[config.mk]
export PLATFORM = sky130hd
export DESIGN_NAME = entropy_src_ht_alert_agg
export DESIGN_NICKNAME = d
export VERILOG_FILES = /design/src/rtl/entropy_src_pkg.sv /design/src/rtl/entropy_src_ht_sat_cntr.sv /design/src/rtl/entropy_src_ht_alert_agg.sv
export SDC_FILE = /design/constraint.sdc
export NUM_CORES = 1
export LEC_CHECK = 0
export ABC_CLOCK_PERIOD_IN_PS = 3600
export BUFFER_PORTS_ARGS = -buffer_cell sky130_fd_sc_hd__clkbuf_2
export CAP_MARGIN = 10
export CORE_MARGIN = 4
export CORE_UTILIZATION = 50
export CTS_CLUSTER_DIAMETER = 200
export CTS_CLUSTER_SIZE = 10
export DETAILED_ROUTE_END_ITERATION = 8
export PLACE_DENSITY = 0.74
export SETUP_SLACK_MARGIN = 0.5
export SLEW_MARGIN = 20
export SYNTH_ARGS = -nofsm -noshare
export SYNTH_HDL_FRONTEND = slang
export SYNTH_HIERARCHICAL = 1
export SYNTH_SLANG_ARGS = --single-unit
[constraint.sdc]
create_clock -name clk_i -period 3.6 [get_ports clk_i]
set_clock_uncertainty 0.15 [all_clocks]
set_input_delay 0.18 -clock clk_i [delete_from_list [all_inputs] [get_ports clk_i]]
set_output_delay 0.18 -clock clk_i [all_outputs]
set_load 0.03 [all_outputs]
[src/rtl/entropy_src_pkg.sv]
// Shared types and default widths for the entropy source health-test alert aggregator.
package entropy_src_pkg;

    localparam int unsigned HtNumTests   = 4;
    localparam int unsigned HtRegWidth   = 16;
    localparam int unsigned HtAlertWidth = 4;

    // Sparse encoding: any single bit flip lands on an illegal state that decodes back to IDLE.
    typedef enum logic [5:0] {
        HtAggIdle    = 6'b011001,
        HtAggRun     = 6'b100111,
        HtAggAlerted = 6'b111100
    } ht_agg_state_e;

endpackage

[src/rtl/entropy_src_ht_sat_cntr.sv]
// Saturating up-counter with synchronous clear, backed by a complemented shadow copy
// whose disagreement with the primary register is flagged on err_o.
module entropy_src_ht_sat_cntr #(
    parameter int unsigned Width = 16
) (
    input  logic             clk_i,
    input  logic             rst_ni,
    input  logic             clr_i,
    input  logic             incr_i,
    output logic [Width-1:0] cnt_o,
    output logic             err_o
);

    logic [Width-1:0] cnt_q, cnt_inv_q, cnt_d;

    // NOTE: the default assignment first means every path writes cnt_d, so no latch is inferred.
    always_comb begin
        cnt_d = cnt_q;
        if (clr_i) begin
            cnt_d = '0;
        end else if (incr_i && (cnt_q != '1)) begin
            cnt_d = cnt_q + Width'(1);
        end
    end

    // NOTE: sequential state uses non-blocking assignments so all registers sample the same pre-edge values.
    always_ff @(posedge clk_i or negedge rst_ni) begin
        if (!rst_ni) begin
            cnt_q     <= '0;
            cnt_inv_q <= '1;
        end else begin
            cnt_q     <= cnt_d;
            cnt_inv_q <= ~cnt_d;
        end
    end

    assign cnt_o = cnt_q;
    assign err_o = (cnt_q != ~cnt_inv_q);

endmodule

[src/rtl/entropy_src_ht_alert_agg.sv]
// Health-test alert aggregator: per-test fail totals, consecutive failing-window alert,
// and an optional count high-watermark built only when ENTROPY_SRC_HT_WATERMARK_EN is defined.
module entropy_src_ht_alert_agg
    import entropy_src_pkg::*;
#(
    parameter int unsigned NumTests   = HtNumTests,
    parameter int unsigned RegWidth   = HtRegWidth,
    parameter int unsigned AlertWidth = HtAlertWidth
) (
    input  logic                         clk_i,
    input  logic                         rst_ni,
    input  logic                         active_i,
    input  logic                         clear_i,
    input  logic [NumTests-1:0]          test_fail_pulse_i,
    input  logic [NumTests*RegWidth-1:0] test_cnt_i,
    input  logic                         window_wrap_pulse_i,
    input  logic [AlertWidth-1:0]        alert_thresh_i,
    output logic                         alert_o,
    output logic [AlertWidth-1:0]        alert_cnt_o,
    output logic [NumTests*RegWidth-1:0] fail_totals_o,
    output logic [RegWidth-1:0]          hi_watermark_o,
    output logic                         count_err_o
);

    ht_agg_state_e         state_q, state_d;
    logic                  alert_q, win_fail_q, count_err_q;
    logic                  ht_en, fail_any, wrap_en, close_fail, alert_hit;
    logic [AlertWidth-1:0] alert_cnt, alert_cnt_inc;
    logic [NumTests:0]     cnt_err;

    // Counting happens only once the FSM has left IDLE and nothing higher-priority is pending.
    assign ht_en         = (state_q != HtAggIdle) && active_i && !clear_i;
    assign fail_any      = |test_fail_pulse_i;
    assign wrap_en       = ht_en && window_wrap_pulse_i;
    assign close_fail    = win_fail_q || fail_any;
    assign alert_cnt_inc = (alert_cnt == '1) ? alert_cnt : alert_cnt + AlertWidth'(1);
    assign alert_hit     = wrap_en && close_fail && (alert_thresh_i != '0) &&
                           (alert_cnt_inc >= alert_thresh_i);

    always_comb begin
        state_d = state_q;
        unique case (state_q)
            HtAggIdle:    if (active_i && !clear_i) state_d = HtAggRun;
            HtAggRun: begin
                if (clear_i || !active_i) state_d = HtAggIdle;
                else if (alert_hit)       state_d = HtAggAlerted;
            end
            HtAggAlerted: if (clear_i || !active_i) state_d = HtAggIdle;
            default:      state_d = HtAggIdle;
        endcase
    end

    always_ff @(posedge clk_i or negedge rst_ni) begin
        if (!rst_ni) begin
            state_q     <= HtAggIdle;
            alert_q     <= 1'b0;
            win_fail_q  <= 1'b0;
            count_err_q <= 1'b0;
        end else begin
            state_q     <= state_d;
            alert_q     <= (state_d == HtAggAlerted);
            count_err_q <= !clear_i && (|cnt_err);
            if (clear_i || !active_i || wrap_en) begin
                win_fail_q <= 1'b0;
            end else if (ht_en && fail_any) begin
                win_fail_q <= 1'b1;
            end
        end
    end

    entropy_src_ht_sat_cntr #(.Width(AlertWidth)) u_alert_cnt (
        .clk_i  (clk_i),
        .rst_ni (rst_ni),
        .clr_i  (clear_i || !active_i || (wrap_en && !close_fail)),
        .incr_i (wrap_en && close_fail),
        .cnt_o  (alert_cnt),
        .err_o  (cnt_err[NumTests])
    );

    for (genvar k = 0; k < NumTests; k++) begin : g_total
        entropy_src_ht_sat_cntr #(.Width(RegWidth)) u_total (
            .clk_i  (clk_i),
            .rst_ni (rst_ni),
            .clr_i  (clear_i),
            .incr_i (ht_en && test_fail_pulse_i[k]),
            .cnt_o  (fail_totals_o[k*RegWidth +: RegWidth]),
            .err_o  (cnt_err[k])
        );
    end

`ifdef ENTROPY_SRC_HT_WATERMARK_EN
    logic [RegWidth-1:0] wm_q, wm_max;

    always_comb begin
        wm_max = wm_q;
        for (int k = 0; k < NumTests; k++) begin
            if (test_cnt_i[k*RegWidth +: RegWidth] > wm_max) wm_max = test_cnt_i[k*RegWidth +: RegWidth];
        end
    end

    always_ff @(posedge clk_i or negedge rst_ni) begin
        if (!rst_ni)     wm_q <= '0;
        else if (clear_i) wm_q <= '0;
        else if (ht_en)   wm_q <= wm_max;
    end

    assign hi_watermark_o = wm_q;
`else
    logic unused_test_cnt;
    assign unused_test_cnt = ^test_cnt_i;
    assign hi_watermark_o  = '0;
`endif

    assign alert_o     = alert_q;
    assign alert_cnt_o = alert_cnt;
    assign count_err_o = count_err_q;

endmodule
==> impl_metrics.csv <==
group,metric,value,unit
drt,post_drt_wl_per_cell,15.2,µm
logic_synthesis,synthFlopType,"dfrtp_1",
timing,hold_viol,0,
grt,grt_max_degree,87,
drt,drt_iter0_markers,312,
timing,min_period,2.95,ns
logic_synthesis,synth_top_area_share,23.5,%
final_layout,syn2layout_area_growth,14.7,%
timing,fmax,339,MHz
setup_path,cp_cell_sequence,"nand3b_1, or4_1, and3_1, nand4_1, nor4b_1, and3_1, mux2_2",
logic_synthesis,synth_cells,745,
power,p_clk_share,48.9,%
drt,num_vias,5675,
cts,cts.clk_slew.worst_paths,0.06,ns
logic_synthesis,ys_seq_area_share,46.7,%
drt,final_antenna_net_count,0,
drt,viasPerCell,5.43,
cts,clkSinkCount,145,
job,cap_violations,0,
grt,grt_usage,18.5,%
cts,cts_tree,"yes",
setup_path,crit_required,3.75,ns
logic_synthesis,syn_area_per_cell,10.7,µm²
placed_design,portBuffers,82,
setup_path,path_class,"reg2reg",
placed_design,place_inst,1010,
power,power_switching,818,µW
final_layout,n_fill_cell,1322,
final_layout,seq_area,3720,µm²
grt,antenna_found_initial,0,
setup_path,worst_setup_path_end_kind,"register",
grt,grt_pass1_vias,5431,
die,start_util,51.8,%
final_layout,layout-drive-gt1-share,31.7,%
setup_path,critPathMaxStageDelay,0.52,ns
outcome,status,"finished, final reports clean",
final_layout,num_antenna_cells,0,
final_layout,nNetsFinal,908,
cts,clock_latency,0.42,ns
timing,tns,0,ns
setup_path,crit_arrival,3.10,ns
power,p_sw_share,22.3,%
cts,cts_root_buf,"clkbuf_16",
logic_synthesis,netlist_area,7960,µm²
logic_synthesis,synthTopCellsByCount,"95 x nor2_1, 74 x dfrtp_1, 71 x dfstp_2",
timing,rsz0062_at_grt,"no",
setup_path,cpMostUsedCell,"and3_1",
timing,setup_viol,0,
cts,cts_buffers,17,
cts,cts_max_level,4,
power,comb_power_share,5.6,%
die,rows,45,
logic_synthesis,yosys_register_bits,145,
placed_design,place.gp.congestion,0.760,
grt,grt_pass1_wl,27.0,mm
logic_synthesis,yosysMostFrequentCell,"nor2_1",
logic_synthesis,ys_warn_count,6,
power,intPower,2850,µW
cts,cts_buffer_depth,2,
logic_synthesis,synth_area_leader_cell,"dfstp_2",
logic_synthesis,synth_area_leaders,"dfstp_2 23%, dfrtp_1 23%, xnor2_1 7.6%, mux2i_1 5.0%, nor2_1 4.5%",
timing,report.final.slew_viol_count,0,
final_layout,fin_cells,1045,
logic_synthesis,synth-edff-count,0,
worst_hold_path,hold_class,"in2reg",
setup_path,path_max_fanout,11,
timing,slew_headroom,46.7,%
placed_design,hpwlAfterDp,11.1,mm
power,ir_drop,0.315,mV
logic_synthesis,synth_cell_types,50,
timing,fin_crit_sh,81.9,%
logic_synthesis,async_flop_share,100,%
setup_path,cp_slowest_cell,"nor4b_1",
die,pin_count,163,
setup_path,startpoint_type,"register",
drt,drtPass1Iterations,4,
die,die_area,18000,µm²
drt,routed_wl,15.9,mm
die,core_area,15400,µm²
timing,tightest_slew,0.800,ns
die,fp.dieW,134,µm
grt,grt_remaining_overflow,0,
power,p_per_area,402,nW/µm²
final_layout,multi_input_area,4000,µm²
drt,drcViolationCount,0,
die,die_y,134,µm
power,p_leak,0.00390,µW
power,p_seq_share,45.5,%
flip-flops by register name, indices dropped and copies added, names as in the netlist:
signal and flops:
win_fail_q 1, u_alert_cnt/cnt_o 4, alert_o 1, u_alert_cnt/cnt_inv_q 4, state_q 6, g_total.u_total/cnt_inv_q 64
g_total.u_total/cnt_o 64, count_err_o 1
metrics by stage:
| step | setup WS, ns | cell area (µm²) | power [µW] | utilization, % | hold slack (ns) |
|---|---|---|---|---|---|
| 6_report | 0.653 | 9130 | 3670 | 59.4 | 0.108 |
| 5_1_grt | 0.521 | 9130 | 3800 | 59.4 | 0.143 |
| 4_1_cts | 0.600 | 9110 | 3710 | 59.3 | 0.0828 |
| 3_5_place_dp | 0.630 | 8480 | 1900 | 55.1 | 0.132 |
| 3_3_place_gp | 0.710 | 8480 | 1890 | 55.1 | 0.118 |
| 2_1_floorplan | 0.955 | 8010 | 1830 | - | -0.266 |
cell type report:
class	instances	share of cell area, %
Timing Repair Buffer	88	5.31
Inverter	15	0.617
Clock buffer	22	5.20
Tap cell	211	2.89
Multi-Input combinational cell	554	43.8
Sequential cell	145	40.7
Clock inverter	10	1.45
critical path, delay by kind of cell (launching register included):
kind | cells | cell delay (ns)
AND/OR/NAND/NOR | 6 | 1.99
flip-flops | 1 | 0.35
multiplexers | 1 | 0.34
placed cells by master, fill, tap and decap left out, types with 5 or more instances in the layout:
cell type	count
nor2_1	95
nand3_1	10
xnor2_1	69
and3_1	19
ha_1	10
o21ai_0	11
clkbuf_2	80
dfstp_2	71
nor4_1	21
xor2_1	12
mux2_2	27
clkbuf_16	17
nand2_1	20
nor2b_1	25
nand4_1	22
mux2i_1	40
nand4_4	8
nor3_1	44
dfrtp_1	74
or2_2	20
or2_1	8
or3_1	18
inv_1	14
conb_1	16
and4_1	5
final timing paths:
path | end | slack, ns | from | depth (start not counted)
max | g_total[2].u_total/cnt_o[14]$_DFF_PN0_ | 0.65 | state_q[1]$_DFF_PN0_ | 7
min reg2reg | win_fail_q$_DFFE_PN0P_ | 0.40 | win_fail_q$_DFFE_PN0P_ | 2
max reg2reg | g_total[2].u_total/cnt_o[14]$_DFF_PN0_ | 0.65 | state_q[1]$_DFF_PN0_ | 7
min | win_fail_q$_DFFE_PN0P_ | 0.11 | test_fail_pulse_i[2] | 4
max in group asynchronous | g_total[2].u_total/cnt_inv_q[3]$_DFF_PN1_ | 2.27 | rst_ni | 3
min in group asynchronous | g_total[3].u_total/cnt_o[9]$_DFF_PN0_ | 0.21 | rst_ni | 2
per-layer routing:
metal | wire, µm | GRT usage (%) | vias to the layer above | share of wire (%)
li1 | - | - | 2762 | -
met1 | 7330 | 25.9 | 2765 | 46
met2 | 7650 | 29.0 | 127 | 48
met3 | 648 | 3.75 | 21 | 4.1
met4 | 265 | 6.11 | 0 | 1.7
met5 | 0 | 0 | - | 0
power groups by stage:
stage	combinational (µW)	sequential (µW)	clock [µW]
after floorplan	128	1700	0
after global placement	201	1690	0
after detailed placement	206	1690	0
after CTS	210	1670	1830
after global routing	231	1670	1900
final	205	1670	1790
cell families after synthesis:
group                      Yosys count  synth area share, %
muxes                               68                 9.00
buffers and inverters               61                 3.90
AOI/OAI and AO/OA                   37                 4.45
adders and majority gates           10                 1.57
and+or+nand+nor                    342                 25.4
other                                1               0.0471
xor gates and xnor gates            81                 8.92
DFF                                145                 46.7
timing repair:
item                                    4_1_cts  5_1_grt
endpoints found under the setup margin        0        3
hold buffers                                  3        0
buffers inserted                              0        0
resized for setup                             0        3
hold endpoints to repair                     47        0
(Power assumes the default switching activity.)
